[src/rtl/mips_pkg.sv]
// rtl/mips_pkg.sv - shared widths, helpers and channel constants for the result demux
//
// Purpose: common definitions imported by the demux interface, FIFO and top.
// Contents: WORD_W (datapath word width), cnt_w() (occupancy counter width
// for a FIFO of a given depth), CH_OUT0/CH_OUT1 (select encodings).
package mips_pkg;

  localparam int WORD_W = 32;

  localparam logic CH_OUT0 = 1'b0;
  localparam logic CH_OUT1 = 1'b1;

  // Occupancy must represent 0..depth inclusive, hence one bit above the
  // pointer width.
  function automatic int cnt_w(input int depth);
    return $clog2(depth) + 1;
  endfunction

endpackage

[src/rtl/demux_1to2_buf_if.sv]
// rtl/demux_1to2_buf_if.sv - producer stream plus two consumer streams of the 1:2 demux
//
// Purpose: bundles the producer-side and both consumer-side handshakes.
// Signals:
//   in_data/in_sel/in_valid/in_ready        producer word, destination, handshake
//   outN_data/outN_valid/outN_ready         consumer N head word and handshake
//   outN_count                              consumer N FIFO occupancy
// Modports: slave = the demux itself, master = the environment around it.
interface demux_1to2_buf_if
  import mips_pkg::*;
#(
  parameter int WIDTH = WORD_W,
  parameter int DEPTH = 2
);

  localparam int CW = cnt_w(DEPTH);

  logic [WIDTH-1:0] in_data;
  logic             in_sel;
  logic             in_valid;
  logic             in_ready;

  logic [WIDTH-1:0] out0_data;
  logic             out0_valid;
  logic             out0_ready;
  logic [CW-1:0]    out0_count;

  logic [WIDTH-1:0] out1_data;
  logic             out1_valid;
  logic             out1_ready;
  logic [CW-1:0]    out1_count;

  modport slave (
    input  in_data, in_sel, in_valid, out0_ready, out1_ready,
    output in_ready, out0_data, out0_valid, out0_count,
           out1_data, out1_valid, out1_count
  );

  modport master (
    output in_data, in_sel, in_valid, out0_ready, out1_ready,
    input  in_ready, out0_data, out0_valid, out0_count,
           out1_data, out1_valid, out1_count
  );

endinterface

[src/rtl/demux_fifo.sv]
// rtl/demux_fifo.sv - per-channel output FIFO of the 1:2 demux
//
// Purpose: DEPTH-entry registered FIFO, no fall-through.
// Ports:
//   clk, rst        clock, synchronous active-high reset
//   push, push_data write request (ignored when full) and word
//   full            count == DEPTH
//   pop             read request (ignored when empty)
//   head_data       head entry when valid, otherwise 0
//   valid           FIFO non-empty
//   count           occupancy 0..DEPTH
module demux_fifo
  import mips_pkg::*;
#(
  parameter int WIDTH = WORD_W,
  parameter int DEPTH = 2
) (
  input  logic                     clk,
  input  logic                     rst,
  input  logic                     push,
  input  logic [WIDTH-1:0]         push_data,
  output logic                     full,
  input  logic                     pop,
  output logic [WIDTH-1:0]         head_data,
  output logic                     valid,
  output logic [cnt_w(DEPTH)-1:0]  count
);

  localparam int AW = $clog2(DEPTH);
  localparam int CW = cnt_w(DEPTH);

  logic [WIDTH-1:0] mem_q [DEPTH];
  logic [WIDTH-1:0] mem_d [DEPTH];
  logic [AW-1:0]    wr_ptr_q, wr_ptr_d;
  logic [AW-1:0]    rd_ptr_q, rd_ptr_d;
  logic [CW-1:0]    count_q, count_d;

  logic do_push;
  logic do_pop;

  assign full      = (count_q == CW'(DEPTH));
  assign valid     = (count_q != '0);
  assign count     = count_q;
  assign head_data = valid ? mem_q[rd_ptr_q] : '0;

  // Requests are re-qualified here so the FIFO cannot overflow or underflow
  // regardless of how the caller gates them.
  assign do_push = push & ~full;
  assign do_pop  = pop & valid;

  // DEPTH is a power of two, so the pointers wrap by natural overflow.
  always_comb begin
    mem_d    = mem_q;
    wr_ptr_d = wr_ptr_q;
    rd_ptr_d = rd_ptr_q;
    count_d  = count_q;
    if (do_push) begin
      mem_d[wr_ptr_q] = push_data;
      wr_ptr_d        = wr_ptr_q + 1'b1;
    end
    if (do_pop) begin
      rd_ptr_d = rd_ptr_q + 1'b1;
    end
    case ({do_push, do_pop})
      2'b10:   count_d = count_q + CW'(1);
      2'b01:   count_d = count_q - CW'(1);
      default: count_d = count_q;
    endcase
  end

  always_ff @(posedge clk) begin
    if (rst) begin
      mem_q    <= '{default: '0};
      wr_ptr_q <= '0;
      rd_ptr_q <= '0;
      count_q  <= '0;
    end else begin
      mem_q    <= mem_d;
      wr_ptr_q <= wr_ptr_d;
      rd_ptr_q <= rd_ptr_d;
      count_q  <= count_d;
    end
  end

endmodule

[src/rtl/demux_1to2_buf.sv]
// rtl/demux_1to2_buf.sv - registered 1:2 demux with a FIFO per output channel
//
// Purpose: steers each producer word to out0 or out1 by in_sel; each channel
// buffers independently so consumers can stall without blocking each other.
// Ports:
//   clk   rising-edge clock
//   rst   synchronous active-high reset, empties both channels
//   bus   demux_1to2_buf_if.slave: producer stream in, two consumer streams out
module demux_1to2_buf
  import mips_pkg::*;
#(
  parameter int WIDTH = WORD_W,
  parameter int DEPTH = 2
) (
  input  logic              clk,
  input  logic              rst,
  demux_1to2_buf_if.slave   bus
);

  logic full0;
  logic full1;
  logic sel1;
  logic push0;
  logic push1;

  assign sel1 = (bus.in_sel == CH_OUT1);

  // in_ready looks only at the selected channel's registered fullness, so
  // consumer ready never reaches producer ready combinationally. A full
  // channel that pops this cycle still refuses the word until next cycle.
  assign bus.in_ready = sel1 ? ~full1 : ~full0;

  assign push0 = bus.in_valid & bus.in_ready & ~sel1;
  assign push1 = bus.in_valid & bus.in_ready &  sel1;

  demux_fifo #(.WIDTH(WIDTH), .DEPTH(DEPTH)) u_fifo0 (
    .clk       (clk),
    .rst       (rst),
    .push      (push0),
    .push_data (bus.in_data),
    .full      (full0),
    .pop       (bus.out0_ready),
    .head_data (bus.out0_data),
    .valid     (bus.out0_valid),
    .count     (bus.out0_count)
  );

  demux_fifo #(.WIDTH(WIDTH), .DEPTH(DEPTH)) u_fifo1 (
    .clk       (clk),
    .rst       (rst),
    .push      (push1),
    .push_data (bus.in_data),
    .full      (full1),
    .pop       (bus.out1_ready),
    .head_data (bus.out1_data),
    .valid     (bus.out1_valid),
    .count     (bus.out1_count)
  );

endmodule

[src/flat_wrapper.sv]
// flat-port wrapper written by rule: the top's interface ports become plain ports
module demux_1to2_buf_flat import mips_pkg::*;
#(
  parameter int WIDTH = WORD_W,
  parameter int DEPTH = 2
)
  (clk, rst, bus_in_data, bus_in_sel, bus_in_valid, bus_out0_ready, bus_out1_ready, bus_in_ready, bus_out0_data, bus_out0_valid, bus_out0_count, bus_out1_data, bus_out1_valid, bus_out1_count);
  demux_1to2_buf_if #(.WIDTH(WIDTH), .DEPTH(DEPTH)) bus_i ();
  input  logic clk;
  input  logic rst;
  input wire logic [$bits(bus_i.in_data)-1:0] bus_in_data;
  input wire logic [$bits(bus_i.in_sel)-1:0] bus_in_sel;
  input wire logic [$bits(bus_i.in_valid)-1:0] bus_in_valid;
  input wire logic [$bits(bus_i.out0_ready)-1:0] bus_out0_ready;
  input wire logic [$bits(bus_i.out1_ready)-1:0] bus_out1_ready;
  output wire logic [$bits(bus_i.in_ready)-1:0] bus_in_ready;
  output wire logic [$bits(bus_i.out0_data)-1:0] bus_out0_data;
  output wire logic [$bits(bus_i.out0_valid)-1:0] bus_out0_valid;
  output wire logic [$bits(bus_i.out0_count)-1:0] bus_out0_count;
  output wire logic [$bits(bus_i.out1_data)-1:0] bus_out1_data;
  output wire logic [$bits(bus_i.out1_valid)-1:0] bus_out1_valid;
  output wire logic [$bits(bus_i.out1_count)-1:0] bus_out1_count;
  assign bus_i.in_data = bus_in_data;
  assign bus_i.in_sel = bus_in_sel;
  assign bus_i.in_valid = bus_in_valid;
  assign bus_i.out0_ready = bus_out0_ready;
  assign bus_i.out1_ready = bus_out1_ready;
  assign bus_in_ready = bus_i.in_ready;
  assign bus_out0_data = bus_i.out0_data;
  assign bus_out0_valid = bus_i.out0_valid;
  assign bus_out0_count = bus_i.out0_count;
  assign bus_out1_data = bus_i.out1_data;
  assign bus_out1_valid = bus_i.out1_valid;
  assign bus_out1_count = bus_i.out1_count;
  demux_1to2_buf #(.WIDTH(WIDTH), .DEPTH(DEPTH)) u_core (.clk(clk), .rst(rst), .bus(bus_i));
endmodule
[config.mk]
export PLATFORM = sky130hd
export DESIGN_NAME = demux_1to2_buf_flat
export DESIGN_NICKNAME = d
export VERILOG_FILES = /design/src/rtl/mips_pkg.sv /design/src/rtl/demux_1to2_buf_if.sv /design/src/rtl/demux_fifo.sv /design/src/rtl/demux_1to2_buf.sv /design/src/flat_wrapper.sv
export SDC_FILE = /design/constraint.sdc
export NUM_CORES = 1
export LEC_CHECK = 0
export CORE_MARGIN = 8
export CORE_UTILIZATION = 59
export CTS_BUF_LIST = sky130_fd_sc_hd__clkbuf_8
export CTS_CLUSTER_DIAMETER = 150
export CTS_CLUSTER_SIZE = 25
export DETAILED_ROUTE_END_ITERATION = 8
export PLACE_DENSITY = 0.91
export RECOVER_POWER = 25
export SETUP_SLACK_MARGIN = 0.15
export SYNTH_ARGS = -nofsm -noshare
export SYNTH_HDL_FRONTEND = slang
export SYNTH_SLANG_ARGS = --single-unit
[constraint.sdc]
create_clock -name clk -period 4.1 [get_ports clk]
set_input_delay 0.82 -clock clk [delete_from_list [all_inputs] [get_ports clk]]
set_output_delay 0.82 -clock clk [all_outputs]
set_load 0.01 [all_outputs]
==> impl_metrics.py, run 1 <==
metrics = {
    "cells_and_area": {
        "fill_cells": 726,
        "final_nets": 773,
        "antennaDiodeCount": 0,
        "syn2layout_area_growth_pct": 24.63,
        "finalCoreUtilization_pct": 74.22,
        "drive_gt1_share_pct": 6.702,
        "stdcell_area_mm2": 0.007940,
    },
    "sta": {
        "drv_slew": 169,
        "fin_crit_ns": 3.253,
        "fin_ws_ns": 0.8466,
        "fin_skew_ns": 0.007759,
        "hold_violations": 0,
        "slew_headroom_pct": -51.95,
        "rsz0062_at_grt": "false",
        "finalCritPeriodShare_pct": 79.35,
        "worst_slew_pin_slew_ns": 2.279,
        "max_clock_freq_ghz": 0.3074,
        "setup_tns_ns": 0,
        "setup_viol": 0,
        "worst_hold_slack_ns": 0.4755,
    },
    "global_routing": {
        "met3_usage_pct": 6.200,
        "antenna_found_initial": 0,
        "use_met1_pct": 24.91,
        "met2_usage_pct": 37.79,
        "grt_pass1_wl_um": 25220,
        "grt_overflow": 0,
        "grt_use_total_pct": 21.72,
        "busiest_layer": "met2",
        "grt_start_max_net_pins": 169,
        "first_global_vias": 5181,
    },
    "power_and_ir_drop": {
        "leakage_nw": 3.277,
        "peakVddDrop_mv": 0.5239,
        "p_per_area_mw_per_mm2": 478.1,
    },
    "critical_path": {
        "worst_setup_path_start_kind": "flop",
        "cp_num_buf_inv": 2,
        "worst_path_max_delay_cell": "dfxtp_2",
        "cpPeakStageDelay_ns": 0.79,
        "cp_max_fo": 21,
        "crit_family": "buffers and inverters",
        "critPathRequiredTime_ns": 3.28,
        "criticalPathCategory": "reg -> out",
        "critPathCaptureType": "primary output",
        "worstPathCellList": "buf_4 -> mux2i_1 -> nor2_1 -> clkdlybuf4s50_1",
        "arrival_ns": 2.43,
    },
    "synth": {
        "synthTopCellsByCount": "mux2i_1, nand2b_1, dfxtp_1",
        "syn_inst": 644,
        "ys_seq_elements": 136,
        "synth_area_mm2": 0.006371,
        "synth_fp_nets": 684,
        "synth_top_cell_area_share_pct": 42.73,
        "yosys-top-cells-area": "dfxtp_1, mux2i_1, nand2b_1, nor2_1, clkbuf_1",
        "yosysWarnings": 0,
        "synth-edff-count": 0,
        "yosysTopAreaCell": "dfxtp_1",
        "yosysMostFrequentCell": "mux2i_1",
        "yosysUniqueCellTypes": 22,
        "ys_seq_area_share_pct": 42.73,
        "synth_flop_cell": "dfxtp_1",
        "syn_avg_cell_area_um2": 9.893,
        "ys_async_sr_fraction_pct": 0,
    },
    "run": {
        "maxCapViolations": 1,
    },
    "die": {
        "fp.dieH_um": 119.9,
        "ios": 109,
        "start_util_pct": 59.56,
        "num_rows": 38,
        "core-area_mm2": 0.01070,
        "fp.dieArea_mm2": 0.01438,
        "fp.dieW_um": 119.9,
    },
    "route": {
        "detail_route.iter0.violations": 243,
        "firstDrtPassIters": 4,
        "ant_nets": 0,
        "drc": 0,
        "viasPerCell": 5.406,
        "avgRoutedWirePerCell_um": 17.49,
        "vias": 4790,
        "routed_wl_um": 15500,
    },
    "cts": {
        "cts.sinks": 136,
        "clk_pin_slew_worst_paths_ns": 0.08,
        "cts_buffer_depth": 2,
        "ctsHtreeMaxLevel": 4,
        "cts_made_buffers": 17,
        "cts_resized": 0,
        "clk-insertion-delay-late_ns": 0.44,
        "cts_tree": "built",
        "cts-root-buf": "clkbuf_8",
        "cts-hold-fix-buffers": 0,
        "post_cts_buffers": 0,
    },
    "status": {
        "violations": "max-capacitance violations, max-slew violations",
        "status": "finished with violations",
    },
    "placed_design": {
        "gp_congestion": 0.8081,
        "port_buffers": 108,
        "dpl_worst_slack_ns": 1.149,
        "dp_hpwl_um": 10260,
        "place_area_mm2": 0.007507,
    },
    "min_path": {
        "hold_class": "reg -> reg",
    },
}
-- routing by layer --
layer	share of wire [%]	wire (µm)
met5	0	0
met3	4.6	719
met4	1.9	288
met2	52	8010
met1	42	6478
-- cell families (layout without fill, tap and decap cells) --
family	count (synthesis)	after routing	share of synthesized area (%)
buffers and inverters	52	154	3.554
AOI/OAI and AO/OA	11	11	0.9229
adders and majority gates	2	2	0.3927
xor gates and xnor gates	6	6	0.8248
and+or+nand+nor	245	245	21.41
DFF	136	136	42.73
muxes	192	192	30.16
-- placed cells by master, fill, tap and decap left out --
| master | count |
|---|---|
| ha_1 | 2 |
| nor3_2 | 1 |
| inv_1 | 6 |
| a31o_2 | 1 |
| nor2_1 | 69 |
| o21ai_0 | 5 |
| dfxtp_2 | 2 |
| clkdlybuf4s50_1 | 107 |
| nand4_1 | 2 |
| clkbuf_8 | 17 |
| nor2b_2 | 1 |
| clkinvlp_4 | 3 |
| nor2_2 | 1 |
| nor2_4 | 1 |
| a21oi_1 | 5 |
| mux2i_1 | 192 |
| dfxtp_1 | 134 |
| nor3b_2 | 1 |
| bufinv_16 | 4 |
| xor2_1 | 4 |
| nand3_1 | 2 |
| inv_6 | 2 |
| buf_4 | 8 |
| or3_1 | 3 |
| nand2b_1 | 162 |
| nand2_1 | 1 |
| clkinv_4 | 3 |
| clkinv_2 | 3 |
| nand4_4 | 1 |
| clkbuf_2 | 1 |
| xnor2_1 | 2 |
-- layout make-up --
cell class	instances	area (µm²)	area share [%]
Multi-Input combinational cell	456	3446	43.40
Sequential cell	136	2725	34.32
Timing Repair Buffer	116	1136	14.31
Clock buffer	17	234.0	2.947
Clock inverter	15	201.4	2.537
Tap cell	140	175.2	2.206
Inverter	6	22.52	0.2836
-- final timing paths --
check / slack [ns] / start / cells after the start / endpoint
hold / removal: 0.48 / u_core.u_fifo1.mem_q[46] / 2 / u_core.u_fifo1.mem_q[46]
setup reg to reg: 2.05 / u_core.u_fifo0.count[0] / 3 / u_core.u_fifo0.mem_q[41]
hold reg to reg: 0.48 / u_core.u_fifo1.mem_q[46] / 2 / u_core.u_fifo1.mem_q[46]
setup / recovery: 0.85 / u_core.u_fifo1.rd_ptr_q / 4 / bus_out1_data[29]
-- power by group --
| group | leakage (nW) | internal, mW | switching [mW] |
|---|---|---|---|
| Combinational | 1.96 | 0.485 | 0.548 |
| Sequential | 1.11 | 1.42 | 0.147 |
| Clock | 0.212 | 0.665 | 0.533 |
-- state kept, by name (all words and copies together), names as in the netlist --
name                     cells
u_core.u_fifo0.count         2
u_core.u_fifo0.mem_q        64
u_core.u_fifo0.rd_ptr_q      1
u_core.u_fifo0.wr_ptr_q      1
u_core.u_fifo1.count         2
u_core.u_fifo1.mem_q        64
u_core.u_fifo1.rd_ptr_q      1
u_core.u_fifo1.wr_ptr_q      1
-- tightest hold or removal path: stages (launching register included) --
cell	delay, ns
dfxtp_1	0.31
nand2b_1	0.06
mux2i_1	0.06
-- per-stage QoR --
stage          power (mW)  std cells
2_1_floorplan       2.204        644
3_3_place_gp        2.592        854
3_5_place_dp        2.625        854
4_1_cts             3.813        886
5_1_grt             3.954        886
6_report            3.796        886
Note: power is estimated with default switching activity, not from simulation.
==> run 2: changes to the inputs <==
- CORE_UTILIZATION: 59 -> 50
- PLACE_DENSITY: 0.91 -> 0.82
- clock period: 4.1 -> 2.7 ns (I/O delays scaled with it)
==> run 2 against run 1 <==
The flow now finishes without violations. Combinational power increased by 95%. Via count increased by 0.73%. Register-to-register slack got worse by 1.6 ns. Sequential cell count unchanged. Count of clock-buffer cells in the layout increased by 5. Critical path type is now in -> reg. Largest cell class unchanged.
==> impl_metrics.py, run 2 (synthesis results as in run 1) <==
metrics = {
    "cells_and_area": {
        "syn2layout_area_growth_pct": 28.38,
        "fill_cells": 1064,
        "final_nets": 794,
        "reg_top3": "u_core.u_fifo0.mem_q: 64 flops, u_core.u_fifo1.mem_q: 64 flops",
        "drive_gt1_share_pct": 9.126,
        "layout_commonest_cell": "mux2i_1",
        "antennaDiodeCount": 0,
        "regArea_mm2": 0.002735,
        "layout_common_cells": "mux2i_1, nand2b_1, dfxtp_1",
        "multi_input_area_mm2": 0.003445,
        "finalCoreUtilization_pct": 65.34,
    },
    "sta": {
        "setup_tns_ns": 0,
        "slew_headroom_pct": 16.09,
        "setup_viol": 0,
        "worst_hold_slack_ns": 0.4734,
        "finalCritPeriodShare_pct": 91.97,
        "max_clock_freq_ghz": 0.4027,
        "drv_slew": 0,
        "rsz0062_at_grt": "false",
        "fin_ws_ns": 0.2168,
        "worst_slew_pin_slew_ns": 1.259,
        "fin_crit_ns": 2.483,
        "fin_skew_ns": 0.008851,
        "hold_violations": 0,
    },
    "die": {
        "fp.dieH_um": 128.9,
        "fp.dieArea_mm2": 0.01661,
        "start_util_pct": 50.90,
        "core-area_mm2": 0.01252,
        "num_rows": 41,
        "ios": 109,
        "fp.dieW_um": 128.9,
    },
    "placed_design": {
        "dp_hpwl_um": 10810,
        "gp_congestion": 0.7825,
        "dpl_worst_slack_ns": 0.3222,
        "port_buffers": 108,
    },
    "route": {
        "vias": 4825,
        "drc": 0,
        "routed-wl-met2_um": 7645,
        "m1WireLength_um": 6934,
        "routed_wl_um": 15950,
        "wl_met3_um": 971,
        "ant_nets": 0,
        "detail_route.iter0.violations": 251,
        "routed.top_layer": "met4",
        "firstDrtPassIters": 4,
        "viasPerCell": 5.138,
        "avgRoutedWirePerCell_um": 16.99,
    },
    "global_routing": {
        "first_global_vias": 5214,
        "grt_overflow": 0,
        "antenna_found_initial": 0,
        "grt_use_total_pct": 19.82,
        "grt_start_max_net_pins": 82,
        "grt_pass1_wl_um": 25990,
    },
    "cts": {
        "cts_tree": "built",
        "cts_made_buffers": 17,
        "cts-hold-fix-buffers": 0,
        "cts_buffer_depth": 2,
        "clk-insertion-delay-late_ns": 0.44,
        "ctsHtreeMaxLevel": 4,
        "cts.sinks": 136,
        "clk_pin_slew_worst_paths_ns": 0.07,
        "cts-root-buf": "clkbuf_8",
    },
    "critical_path": {
        "worst_setup_path_start_kind": "input port",
        "cpPeakStageDelay_ns": 0.63,
        "critPathRequiredTime_ns": 3.00,
        "worst_path_max_delay_cell": "clkbuf_2",
        "arrival_ns": 2.78,
        "criticalPathCategory": "in -> reg",
        "critPathCaptureType": "flop",
        "cp_max_fo": 19,
        "worstPathCellList": "dlygate4sd3_1 -> inv_1 -> nand4_1 -> clkbuf_2 -> mux2i_1",
    },
    "power_and_ir_drop": {
        "p_total_mw": 6.005,
        "peakVddDrop_mv": 0.3489,
        "p_per_area_mw_per_mm2": 734.2,
        "leakage_nw": 3.401,
    },
    "min_path": {
        "hold_class": "reg -> reg",
    },
    "status": {
        "status": "completed",
    },
    "run": {
        "maxCapViolations": 0,
    },
}
==> run 2: cell count changes in the layout (fill, tap and decap cells not counted), moves of 2 or more <==
cell,before,now
buf_12,0,7
buf_4,8,17
bufinv_16,4,2
clkbuf_1,0,3
clkbuf_8,17,22
clkinv_2,3,7
clkinv_4,3,0
clkinvlp_4,3,0
dfxtp_1,134,130
dfxtp_2,2,4
dfxtp_4,0,2
inv_6,2,0
nor2_4,1,3
==> run 2: metal layers <==
metal,vias to the layer above,GRT usage (%)
met3,34,5.379
met5,-,0
li1,2351,-
met2,135,33.19
met1,2305,23.06
met4,0,9.399
==> run 2: power by group <==
group	leakage [nW]	switching, mW	internal [mW]
clock network	0.219	0.742	0.929
registers	1.11	0.156	2.16
logic	2.07	1.05	0.963
total	3.40	1.95	4.06
==> run 2: worst max-delay path: cells and delay by family <==
family,cells,cell delay [ns]
mux,1,0.23
simple gates,1,0.56
buf+inv,3,1.44
==> run 2: stage by stage <==
stage / cell area (µm²) / cells
6_report: 8179 / 939
5_1_grt: 8179 / 939
4_1_cts: 8212 / 937
3_5_place_dp: 7702 / 896
3_3_place_gp: 7702 / 896
2_1_floorplan: 6371 / 644
==> run 2: worst paths after layout <==
check,startpoint,endpoint,slack (ns),depth (start not counted)
max,bus_in_sel,u_core.u_fifo0.mem_q[61],0.22,5
min,u_core.u_fifo1.mem_q[46],u_core.u_fifo1.mem_q[46],0.47,2
max reg2reg,u_core.u_fifo0.count[0],u_core.u_fifo0.mem_q[61],0.45,4
min reg2reg,u_core.u_fifo1.mem_q[46],u_core.u_fifo1.mem_q[46],0.47,2
==> run 2: final cells by class <==
class	instances	area share, %
clock inverters	10	1.209
well taps	172	2.631
repair buffers	136	16.63
inverters	6	0.2754
multi-input cells	457	42.11
flip-flops and latches	136	33.44
clock buffers	22	3.702
==> run 2: timing repair <==
item	in CTS	in global routing
resized for setup	7	1
buffers inserted	8	2
gates cloned	1	0
endpoints found under the setup margin	59	15
pin swaps	2	0
==> run 3: changes to the inputs <==
- CORE_UTILIZATION: 50 -> 47
- PLACE_DENSITY: 0.82 -> 0.78
==> run 3 against run 2 <==
Count of clock-buffer cells in the layout is 3 lower. Critical path depth down 1. Sequential share of layout area rose by 0.13 points. Final area shrank 0.57%. Worst hold slack better by 0.00088 ns. Sequential cell count unchanged. Final cell count down 0.11%. Largest cell class unchanged.
==> impl_metrics.py, run 3 (synthesis results as in run 1) <==
metrics = {
    "cts": {
        "clk_pin_slew_worst_paths_ns": 0.07,
        "cts-hold-fix-buffers": 0,
        "cts-root-buf": "clkbuf_8",
        "cts_buffer_depth": 2,
        "cts_tree": "built",
        "ctsHtreeMaxLevel": 4,
        "cts_made_buffers": 17,
        "cts.sinks": 136,
        "clk-insertion-delay-late_ns": 0.43,
    },
    "global_routing": {
        "antenna_found_initial": 0,
        "first_global_vias": 5026,
        "grt_overflow": 0,
        "grt_pass1_wl_um": 25240,
        "grt_start_max_net_pins": 82,
        "grt_use_total_pct": 17.57,
    },
    "critical_path": {
        "ff2ff_path_depth": 4,
        "critPathCaptureType": "primary output",
        "worstPathCellList": "dlygate4sd3_1 -> nor2_1 -> a21oi_1 -> clkdlybuf4s50_1",
        "cp_max_fo": 6,
        "criticalPathCategory": "in -> out",
        "arrival_ns": 1.98,
        "path_depth": 4,
        "cp_num_buf_inv": 2,
        "cpPeakStageDelay_ns": 0.67,
        "worst_path_max_delay_cell": "dlygate4sd3_1",
        "crit_family": "buffers and inverters",
        "worst_setup_path_start_kind": "input port",
        "critPathRequiredTime_ns": 2.16,
    },
    "cells_and_area": {
        "layout_commonest_cell": "mux2i_1",
        "reg_top3": "u_core.u_fifo0.mem_q: 64 flops, u_core.u_fifo1.mem_q: 64 flops",
        "fill_cells": 1129,
        "antennaDiodeCount": 0,
        "layout_common_cells": "mux2i_1, nand2b_1, dfxtp_1",
        "multi_input_area_mm2": 0.003438,
        "final_nets": 789,
        "regArea_mm2": 0.002730,
        "drive_gt1_share_pct": 8.268,
        "syn2layout_area_growth_pct": 27.65,
    },
    "die": {
        "fp.dieArea_mm2": 0.01754,
        "fp.dieW_um": 132.4,
        "start_util_pct": 48.11,
        "fp.dieH_um": 132.4,
        "core-area_mm2": 0.01324,
        "ios": 109,
        "num_rows": 42,
    },
    "sta": {
        "setup_tns_ns": 0,
        "hold_violations": 0,
        "max_clock_freq_ghz": 0.3970,
        "fin_crit_ns": 2.519,
        "worst_slew_pin_slew_ns": 1.027,
        "setup_viol": 0,
        "slew_headroom_pct": 31.32,
        "worst_hold_slack_ns": 0.4743,
        "fin_skew_ns": 0.01182,
        "finalCritPeriodShare_pct": 93.29,
        "rsz0062_at_grt": "false",
        "fin_ws_ns": 0.1811,
        "drv_slew": 0,
    },
    "power_and_ir_drop": {
        "p_per_area_mw_per_mm2": 731.9,
        "leakage_nw": 3.352,
        "p_total_mw": 5.952,
        "peakVddDrop_mv": 0.4652,
    },
    "route": {
        "firstDrtPassIters": 4,
        "drc": 0,
        "avgRoutedWirePerCell_um": 16.43,
        "vias": 4769,
        "routed_wl_um": 15420,
        "viasPerCell": 5.084,
        "detail_route.iter0.violations": 306,
        "ant_nets": 0,
    },
    "status": {
        "status": "completed",
    },
    "min_path": {
        "hold_depth": 2,
        "hold_class": "reg -> reg",
    },
    "placed_design": {
        "dp_hpwl_um": 10580,
        "dpl_worst_slack_ns": 0.2692,
        "gp_congestion": 0.7670,
        "port_buffers": 108,
    },
    "run": {
        "maxCapViolations": 0,
    },
}
run 3: cell types whose count changed in the layout (fill, tap and decap cells not counted), moves of 3 or more:
cell,change
clkinvlp_4,+5
clkinv_2,-6
buf_12,-4
clkbuf_8,-3
run 3: worst paths after layout:
path                                          startpoint                        to  slack [ns]
worst max-delay path                          bus_in_sel              bus_in_ready        0.18
worst min-delay path            u_core.u_fifo0.mem_q[51]  u_core.u_fifo0.mem_q[51]        0.47
worst max register to register   u_core.u_fifo0.count[0]  u_core.u_fifo0.mem_q[59]        0.46
worst min register to register  u_core.u_fifo0.mem_q[51]  u_core.u_fifo0.mem_q[51]        0.47
run 3: layout make-up:
class | instances | area share, %
clock buffer | 19 | 3.215
clock inverter | 13 | 2.200
inverter | 6 | 0.2769
multi-input combinational | 456 | 42.28
sequential | 136 | 33.57
tap | 176 | 2.708
timing repair buffer | 132 | 15.75
run 3: where the power goes:
group,switching [mW],internal (mW)
combinational,0.957,0.873
clock,0.781,1.05
sequential,0.134,2.16
run 3: metrics by stage:
stage | area [µm²] | utilization, % | cells
after floorplan | 6371 | - | 644
after global placement | 7677 | 57.97 | 901
after detailed placement | 7677 | 57.97 | 901
after CTS | 8162 | 61.63 | 938
after global routing | 8133 | 61.41 | 938
final | 8133 | 61.41 | 938
run 3: timing repair:
| item | CTS | global route |
|---|---|---|
| gates resized for setup | 3 | 3 |
| pin swaps | 2 | 0 |
| endpoints found under the setup margin | 46 | 14 |
| setup buffers | 5 | 0 |
| gates cloned | 0 | 0 |
run 3: tightest hold or removal path, cell delays in order, from the launching register on:
cell	delay [ns]
dfxtp_1	0.31
nand2b_1	0.06
mux2i_1	0.06
run 3: layer usage:
layer  GRT usage (%)  wire length, µm
met5               0                0
met4           5.237              157
met3           4.769              805
met2           31.00             7569
met1           20.26             6883
